$ cat config.mk
export PLATFORM = sky130hd
export DESIGN_NAME = sram_uart_tx
export DESIGN_NICKNAME = d
export VERILOG_FILES = /design/src/rtl/sram_uart_pkg.sv /design/src/rtl/uart_tx_byte.sv /design/src/rtl/sram_uart_tx.sv
export SDC_FILE = /design/constraint.sdc
export NUM_CORES = 1
export LEC_CHECK = 0
export ABC_AREA = 1
export CAP_MARGIN = 20
export CORE_MARGIN = 2
export CORE_UTILIZATION = 45
export DETAILED_ROUTE_END_ITERATION = 10
export GPL_TIMING_DRIVEN = 0
export PLACE_DENSITY = 0.75
export SLEW_MARGIN = 20
export SYNTH_ARGS = -nofsm -noshare
export SYNTH_HDL_FRONTEND = slang
export SYNTH_SLANG_ARGS = --single-unit
export TNS_END_PERCENT = 5
$ cat constraint.sdc
create_clock -name wb_clk_i -period 2.4 [get_ports wb_clk_i]
set_clock_uncertainty 0.1 [all_clocks]
set_input_delay 0.48 -clock wb_clk_i [delete_from_list [all_inputs] [get_ports wb_clk_i]]
set_output_delay 0.48 -clock wb_clk_i [all_outputs]
set_load 0.02 [all_outputs]
$ cat src/rtl/sram_uart_pkg.sv
// Shared types and widths for the SRAM-to-UART streamer.
// Pure definitions: no logic, no latency, no flow control.
package sram_uart_pkg;

  localparam int ADDR_W         = 8;
  localparam int DATA_W         = 32;
  localparam int FRAME_LEN      = 10;
  localparam int BYTES_PER_WORD = DATA_W / 8;
  localparam int CNT_W          = ADDR_W + 1;

  typedef enum logic [2:0] {
    ST_IDLE = 3'd0,
    ST_READ = 3'd1,
    ST_WAIT = 3'd2,
    ST_SEND = 3'd3,
    ST_NEXT = 3'd4
  } state_t;

endpackage

$ cat src/rtl/uart_tx_byte.sv
// 8N1 byte serializer; the handshake cycle is the first start-bit cycle, frame lasts FRAME_LEN*CLKS_PER_BIT.
// byte_rdy is low for the whole frame and returns the cycle after the stop bit, so held-valid bytes go back-to-back.
module uart_tx_byte
  import sram_uart_pkg::*;
#(
  parameter int CLKS_PER_BIT = 434
) (
  input  logic       core_clk,
  input  logic       arst_n,
  input  logic       byte_vld,
  input  logic [7:0] byte_dat,
  output logic       byte_rdy,
  output logic       tx
);

  localparam logic [15:0] BIT_LAST = 16'(CLKS_PER_BIT - 1);
  localparam logic [3:0]  STOP_IDX = 4'(FRAME_LEN - 1);

  logic                 active;
  logic [15:0]          clk_cnt;
  logic [3:0]           bit_idx;
  logic [FRAME_LEN-1:0] frame;

  always_ff @(posedge core_clk or negedge arst_n) begin
    if (!arst_n) begin
      active  <= 1'b0;
      clk_cnt <= '0;
      bit_idx <= '0;
      frame   <= '0;
    end else if (!active) begin
      if (byte_vld) begin
        // The accept cycle already drives the start bit, so counting resumes at 1.
        active  <= 1'b1;
        frame   <= {1'b1, byte_dat, 1'b0};
        bit_idx <= '0;
        clk_cnt <= 16'd1;
      end
    end else if (clk_cnt == BIT_LAST) begin
      clk_cnt <= '0;
      frame   <= {1'b1, frame[FRAME_LEN-1:1]};
      if (bit_idx == STOP_IDX) begin
        active <= 1'b0;
      end else begin
        bit_idx <= bit_idx + 4'd1;
      end
    end else begin
      clk_cnt <= clk_cnt + 16'd1;
    end
  end

  assign byte_rdy = ~active;
  assign tx       = active ? frame[0] : ~byte_vld;

endmodule

$ cat src/rtl/sram_uart_tx.sv
// Streams len 32-bit SRAM words out a UART, LSB byte first; per word: 1 read + RD_LAT wait + 40 bit times + 2 cycles.
// No backpressure upstream: start_i is ignored while busy, and bytes are released only when the serializer is ready.
module sram_uart_tx
  import sram_uart_pkg::*;
#(
  parameter int CLKS_PER_BIT = 434,
  parameter int RD_LAT       = 2
) (
  input  logic              wb_clk_i,
  input  logic              wb_rst_ni,
  input  logic              start_i,
  input  logic [ADDR_W-1:0] base_addr_i,
  input  logic [CNT_W-1:0]  len_i,
  output logic              busy_o,
  output logic              done_o,
  output logic              csb1_o,
  output logic [ADDR_W-1:0] addr1_o,
  input  logic [DATA_W-1:0] dout1_i,
  output logic              tx_o
);

  state_t              state;
  state_t              state_nxt;
  logic [ADDR_W-1:0]   addr;
  logic [CNT_W-1:0]    remain;
  logic [2:0]          wait_cnt;
  logic [2:0]          byte_cnt;
  logic [DATA_W-1:0]   word_sreg;

  logic                byte_vld;
  logic                byte_rdy;
  logic [7:0]          byte_dat;
  logic                byte_hs;
  logic                wait_last;
  logic                send_done;
  logic                last_word;

  assign byte_hs   = byte_vld & byte_rdy;
  assign wait_last = (wait_cnt == 3'(RD_LAT - 1));
  // All four bytes handed over and the last stop bit finished.
  assign send_done = (byte_cnt == 3'(BYTES_PER_WORD)) && byte_rdy;
  assign last_word = (remain == CNT_W'(1));
  assign byte_dat  = word_sreg[7:0];
  assign addr1_o   = addr;

  always_ff @(posedge wb_clk_i or negedge wb_rst_ni) begin
    if (!wb_rst_ni) begin
      state <= ST_IDLE;
    end else begin
      state <= state_nxt;
    end
  end

  always_comb begin
    state_nxt = state;
    case (state)
      ST_IDLE: if (start_i && (len_i != '0)) state_nxt = ST_READ;
      ST_READ: state_nxt = ST_WAIT;
      ST_WAIT: if (wait_last) state_nxt = ST_SEND;
      ST_SEND: if (send_done) state_nxt = ST_NEXT;
      ST_NEXT: state_nxt = last_word ? ST_IDLE : ST_READ;
      default: state_nxt = ST_IDLE;
    endcase
  end

  always_comb begin
    csb1_o   = 1'b1;
    busy_o   = 1'b1;
    byte_vld = 1'b0;
    case (state)
      ST_IDLE: busy_o   = 1'b0;
      ST_READ: csb1_o   = 1'b0;
      ST_SEND: byte_vld = (byte_cnt != 3'(BYTES_PER_WORD));
      default: ;
    endcase
  end

  always_ff @(posedge wb_clk_i or negedge wb_rst_ni) begin
    if (!wb_rst_ni) begin
      addr      <= '0;
      remain    <= '0;
      wait_cnt  <= '0;
      byte_cnt  <= '0;
      word_sreg <= '0;
      done_o    <= 1'b0;
    end else begin
      done_o <= 1'b0;
      case (state)
        ST_IDLE: begin
          if (start_i) begin
            if (len_i != '0) begin
              addr   <= base_addr_i;
              remain <= len_i;
            end else begin
              done_o <= 1'b1;
            end
          end
        end
        ST_READ: wait_cnt <= '0;
        ST_WAIT: begin
          wait_cnt <= wait_cnt + 3'd1;
          if (wait_last) begin
            word_sreg <= dout1_i;
            byte_cnt  <= '0;
          end
        end
        ST_SEND: begin
          if (byte_hs) begin
            word_sreg <= word_sreg >> 8;
            byte_cnt  <= byte_cnt + 3'd1;
          end
        end
        ST_NEXT: begin
          addr   <= addr + ADDR_W'(1);
          remain <= remain - CNT_W'(1);
          if (last_word) done_o <= 1'b1;
        end
        default: ;
      endcase
    end
  end

  uart_tx_byte #(
    .CLKS_PER_BIT(CLKS_PER_BIT)
  ) u_tx (
    .core_clk (wb_clk_i),
    .arst_n   (wb_rst_ni),
    .byte_vld (byte_vld),
    .byte_dat (byte_dat),
    .byte_rdy (byte_rdy),
    .tx       (tx_o)
  );

endmodule

==> impl_metrics.xml <==
<?xml version="1.0" encoding="UTF-8"?>
<metrics>
  <group name="sta">
    <metric name="final-max-slew-violation-count" unit="">0</metric>
    <metric name="rsz_0062_raised_after_global_routing" unit="">yes</metric>
    <metric name="layout_min_cycle_time" unit="ns">2.347</metric>
    <metric name="max_slew_headroom_at_the_worst_pin" unit="%">65.25</metric>
    <metric name="layout_worst_path_cycle_share" unit="%">97.78</metric>
    <metric name="final-hold-violation-count" unit="">0</metric>
    <metric name="tns" unit="ns">0</metric>
    <metric name="finalSetupViolations" unit="">0</metric>
    <metric name="fmax" unit="GHz">0.4261</metric>
    <metric name="worst-slew-pin-transition" unit="ns">0.5213</metric>
  </group>
  <group name="yosys">
    <metric name="syn_inst" unit="">657</metric>
    <metric name="synth_top_flop_cell" unit="">dfrtp_1</metric>
    <metric name="synth_warn" unit="">0</metric>
    <metric name="yosys_register_bits" unit="">90</metric>
    <metric name="post_synth.cell_area_avg" unit="µm²">7.465</metric>
    <metric name="synth.distinct_cells" unit="">38</metric>
    <metric name="async_flop_share" unit="%">100.0</metric>
    <metric name="synth_enable_flop_cells" unit="">0</metric>
    <metric name="seq_area_frac_synth" unit="%">45.92</metric>
    <metric name="syn-cell-area" unit="mm²">0.004905</metric>
    <metric name="postSynthNetCount" unit="">720</metric>
  </group>
  <group name="finish">
    <metric name="insertedDiodeCount" unit="">0</metric>
    <metric name="area_used_by_multi_input_combinational_logic" unit="mm²">0.002287</metric>
    <metric name="layout.nets" unit="">797</metric>
    <metric name="share_of_cells_above_drive_strength_1" unit="%">6.225</metric>
    <metric name="instances_no_fill" unit="">879</metric>
    <metric name="most-common-layout-cells" unit="">250 x nand2_1, 89 x dfrtp_1, 61 x o21ai_0</metric>
    <metric name="final.fill_count" unit="">1030</metric>
    <metric name="area_growth" unit="%">22.58</metric>
    <metric name="layout.cells.most_common" unit="">nand2_1</metric>
    <metric name="regArea" unit="mm²">0.002253</metric>
  </group>
  <group name="placed_design">
    <metric name="rd_place_congestion" unit="">0.8899</metric>
    <metric name="io_buffer_count" unit="">63</metric>
    <metric name="placed_cells_incl_taps" unit="">861</metric>
    <metric name="dp_hpwl" unit="µm">8346</metric>
  </group>
  <group name="detailed_routing">
    <metric name="drt-wirelength-per-cell" unit="µm">12.94</metric>
    <metric name="remaining_antenna_violation_count_after_routing" unit="">0</metric>
    <metric name="detailroute.via_count" unit="">4515</metric>
    <metric name="drt-pass1-iter-count" unit="">5</metric>
    <metric name="vias_per_cell" unit="">5.137</metric>
    <metric name="routed_wire_length" unit="µm">11380</metric>
    <metric name="detail_route.iter0.violations" unit="">236</metric>
    <metric name="detail_route.drc_violations" unit="">0</metric>
  </group>
  <group name="setup_path">
    <metric name="timing.rr.end" unit="">u_tx.bit_idx[0]</metric>
    <metric name="max_stage_delay_cell_worst_path" unit="">dfrtp_1</metric>
    <metric name="max_stage_delay" unit="ns">0.40</metric>
    <metric name="timing.critical_path.fanout_max" unit="">11</metric>
    <metric name="critPathLaunch" unit="">byte_cnt[0]</metric>
    <metric name="cp-start-kind" unit="">register</metric>
    <metric name="worstReg2RegStart" unit="">u_tx.clk_cnt[1]</metric>
    <metric name="timing.setup.critical_path_class" unit="">register to output pin</metric>
    <metric name="critical_path_arrival" unit="ns">1.77</metric>
    <metric name="timing.reg2reg.setup_slack" unit="ns">0.50</metric>
    <metric name="critPathMostFrequentCell" unit="">nand2_1</metric>
    <metric name="critical_path.cell_chain" unit="">inv_1, ha_1, nand2_1, a21oi_4, inv_4, buf_6, nand2_1, buf_2</metric>
    <metric name="critical_path.endpoint_type" unit="">output pin</metric>
    <metric name="r2r.worst_path.cells" unit="">9</metric>
    <metric name="worst_ep_required_time" unit="ns">1.82</metric>
  </group>
  <group name="clocking">
    <metric name="cts_num_sinks" unit="">90</metric>
    <metric name="cts_max_level" unit="">3</metric>
    <metric name="worst_skew_pair.late_latency" unit="ns">0.36</metric>
    <metric name="clock_path_buffers" unit="">2</metric>
    <metric name="cts-root-buf" unit="">clkbuf_8</metric>
    <metric name="path_clk_slew" unit="ns">0.09</metric>
    <metric name="cts_tree" unit="">done</metric>
    <metric name="cts_buffers" unit="">9</metric>
  </group>
  <group name="floorplan">
    <metric name="placeable_area" unit="mm²">0.01075</metric>
    <metric name="die_area" unit="mm²">0.01175</metric>
    <metric name="row_count" unit="">38</metric>
    <metric name="boundaryPins" unit="">64</metric>
    <metric name="start_util" unit="%">45.65</metric>
    <metric name="die_width" unit="µm">108.4</metric>
    <metric name="die_height" unit="µm">108.4</metric>
  </group>
  <group name="hold_path">
    <metric name="hold_start" unit="">u_tx.frame[0]</metric>
    <metric name="worst_hold_path.num_cells" unit="">2</metric>
    <metric name="whs_endpoint" unit="">u_tx.frame[0]</metric>
    <metric name="hold_class" unit="">register to register</metric>
  </group>
  <group name="pwr">
    <metric name="power.ir.vdd_worst" unit="mV">0.5199</metric>
    <metric name="p_leak" unit="µW">0.003011</metric>
    <metric name="finalPower" unit="µW">6592</metric>
    <metric name="power_per_cell_area" unit="mW/mm²">1096</metric>
  </group>
  <group name="global_routing">
    <metric name="grt_antenna_before_repair" unit="">0</metric>
    <metric name="wire_length_of_the_first_global_routing_pass" unit="µm">19740</metric>
    <metric name="grtUsageMet3" unit="%">3.677</metric>
    <metric name="globalRouteMet2Util" unit="%">35.31</metric>
    <metric name="globalRoute.totalOverflow" unit="">0</metric>
    <metric name="global_route.usage.total" unit="%">20.78</metric>
    <metric name="globalRouteMet1Util" unit="%">27.01</metric>
    <metric name="number_of_global_route_vias_before_repair" unit="">4481</metric>
    <metric name="globalRoute.busiestLayer" unit="">met2</metric>
    <metric name="grt_max_degree" unit="">77</metric>
  </group>
  <group name="job">
    <metric name="cap_viol_max_count" unit="">0</metric>
  </group>
  <group name="run_status">
    <metric name="status" unit="">finished clean</metric>
  </group>
</metrics>
## repair_timing
item / 4_1_cts / 5_1_grt
endpoints found under the setup margin: 2 / 2
pin swaps: 2 / 0
setup buffers: 2 / 0
hold buffers: 1 / 0
hold endpoints to repair: 14 / 0
resized for setup: 6 / 1
## registers in the layout, indices dropped and copies added, names as in the netlist
register and cells:
addr1_o 8, wait_cnt 3, u_tx.clk_cnt 16, u_tx.active 1
u_tx.frame 10, u_tx.bit_idx 4, state 3, done_o 1
byte_cnt 3, remain 9, word_sreg 32
## critical path, delay by kind of cell (launching register included)
family	cells	cell delay (ns)
fa+ha+maj	1	0.14
buf+inv	4	0.51
compound gates	1	0.20
flops	1	0.40
simple gates	2	0.15
## cells in the mapped netlist, types with 2 or more instances
library cell / n / area [µm²]
nor2_1: 45 / 168.9
buf_4: 3 / 22.52
buf_2: 10 / 50.05
mux2i_1: 7 / 70.07
nand2_1: 250 / 938.4
o21bai_1: 2 / 15.01
ha_1: 11 / 137.6
nor3_1: 6 / 30.03
nand3_1: 48 / 240.2
a21oi_1: 6 / 30.03
clkbuf_1: 7 / 26.28
dfrtp_1: 90 / 2252
o211ai_1: 4 / 30.03
o22ai_1: 6 / 37.54
o21ai_0: 61 / 305.3
inv_1: 60 / 225.2
nand4_1: 12 / 75.07
buf_6: 2 / 22.52
xnor2_1: 2 / 17.52
xor2_1: 6 / 52.55
nand2_2: 2 / 12.51
## stage by stage
step	cell area (µm²)	worst slack [ns]	utilization, %	hold WS (ns)
floorplan	4905	0.4560	-	0.08441
global placement	5710	-2.601	53.14	0.3358
detailed placement	5739	-0.2558	53.41	0.2262
CTS	6010	0.0004338	55.93	0.3816
global route	6012	-0.08120	55.95	0.3936
finish	6012	0.05324	55.95	0.3821
## report_power, final
part           switching, µW  internal [µW]  total (µW)
clock                    591            711        1300
sequential               447           2140        2590
combinational           1640           1060        2700
total                   2680           3910        6590
## area by class of cell
cell class	count	share of cell area, %
buffer	21	1.935
clock buffer	9	2.060
clock inverter	7	2.123
timing repair buffer	67	11.34
multi-input combinational	482	38.04
inverter	63	4.100
sequential	90	37.48
tap	140	2.914
## layer usage
| metal | wire, µm | part of all wire (%) | vias to the layer above |
|---|---|---|---|
| met5 | 0 | 0 | - |
| met4 | 116 | 1.0 | 0 |
| met3 | 527 | 4.6 | 12 |
| met2 | 5568 | 49 | 120 |
| met1 | 5164 | 45 | 2110 |
| li1 | - | - | 2273 |
## worst max-delay path by stage
stage                                  end  slack (ns)  cells after the start
after detailed placement              tx_o       -0.26                      9
after global placement    u_tx.clk_cnt[15]       -2.60                      1
after global routing                  tx_o       -0.08                      8
final                                 tx_o        0.05                      8
after CTS                           busy_o      0.0004                      3
after floorplan                       tx_o        0.46                      8
## cells by family (layout without fill, tap and decap cells)
group	after synthesis	count (layout)	synth area share [%]
flip-flops	90	90	45.92
adder cells (fa/ha/maj)	11	11	2.806
multiplexers	7	7	1.429
buffers and inverters	85	167	7.449
AO/OA/AOI/OAI	87	87	9.949
AND/OR/NAND/NOR	369	369	31.02
XOR/XNOR	8	8	1.429
No activity file was read; power rests on OpenSTA's default activity.
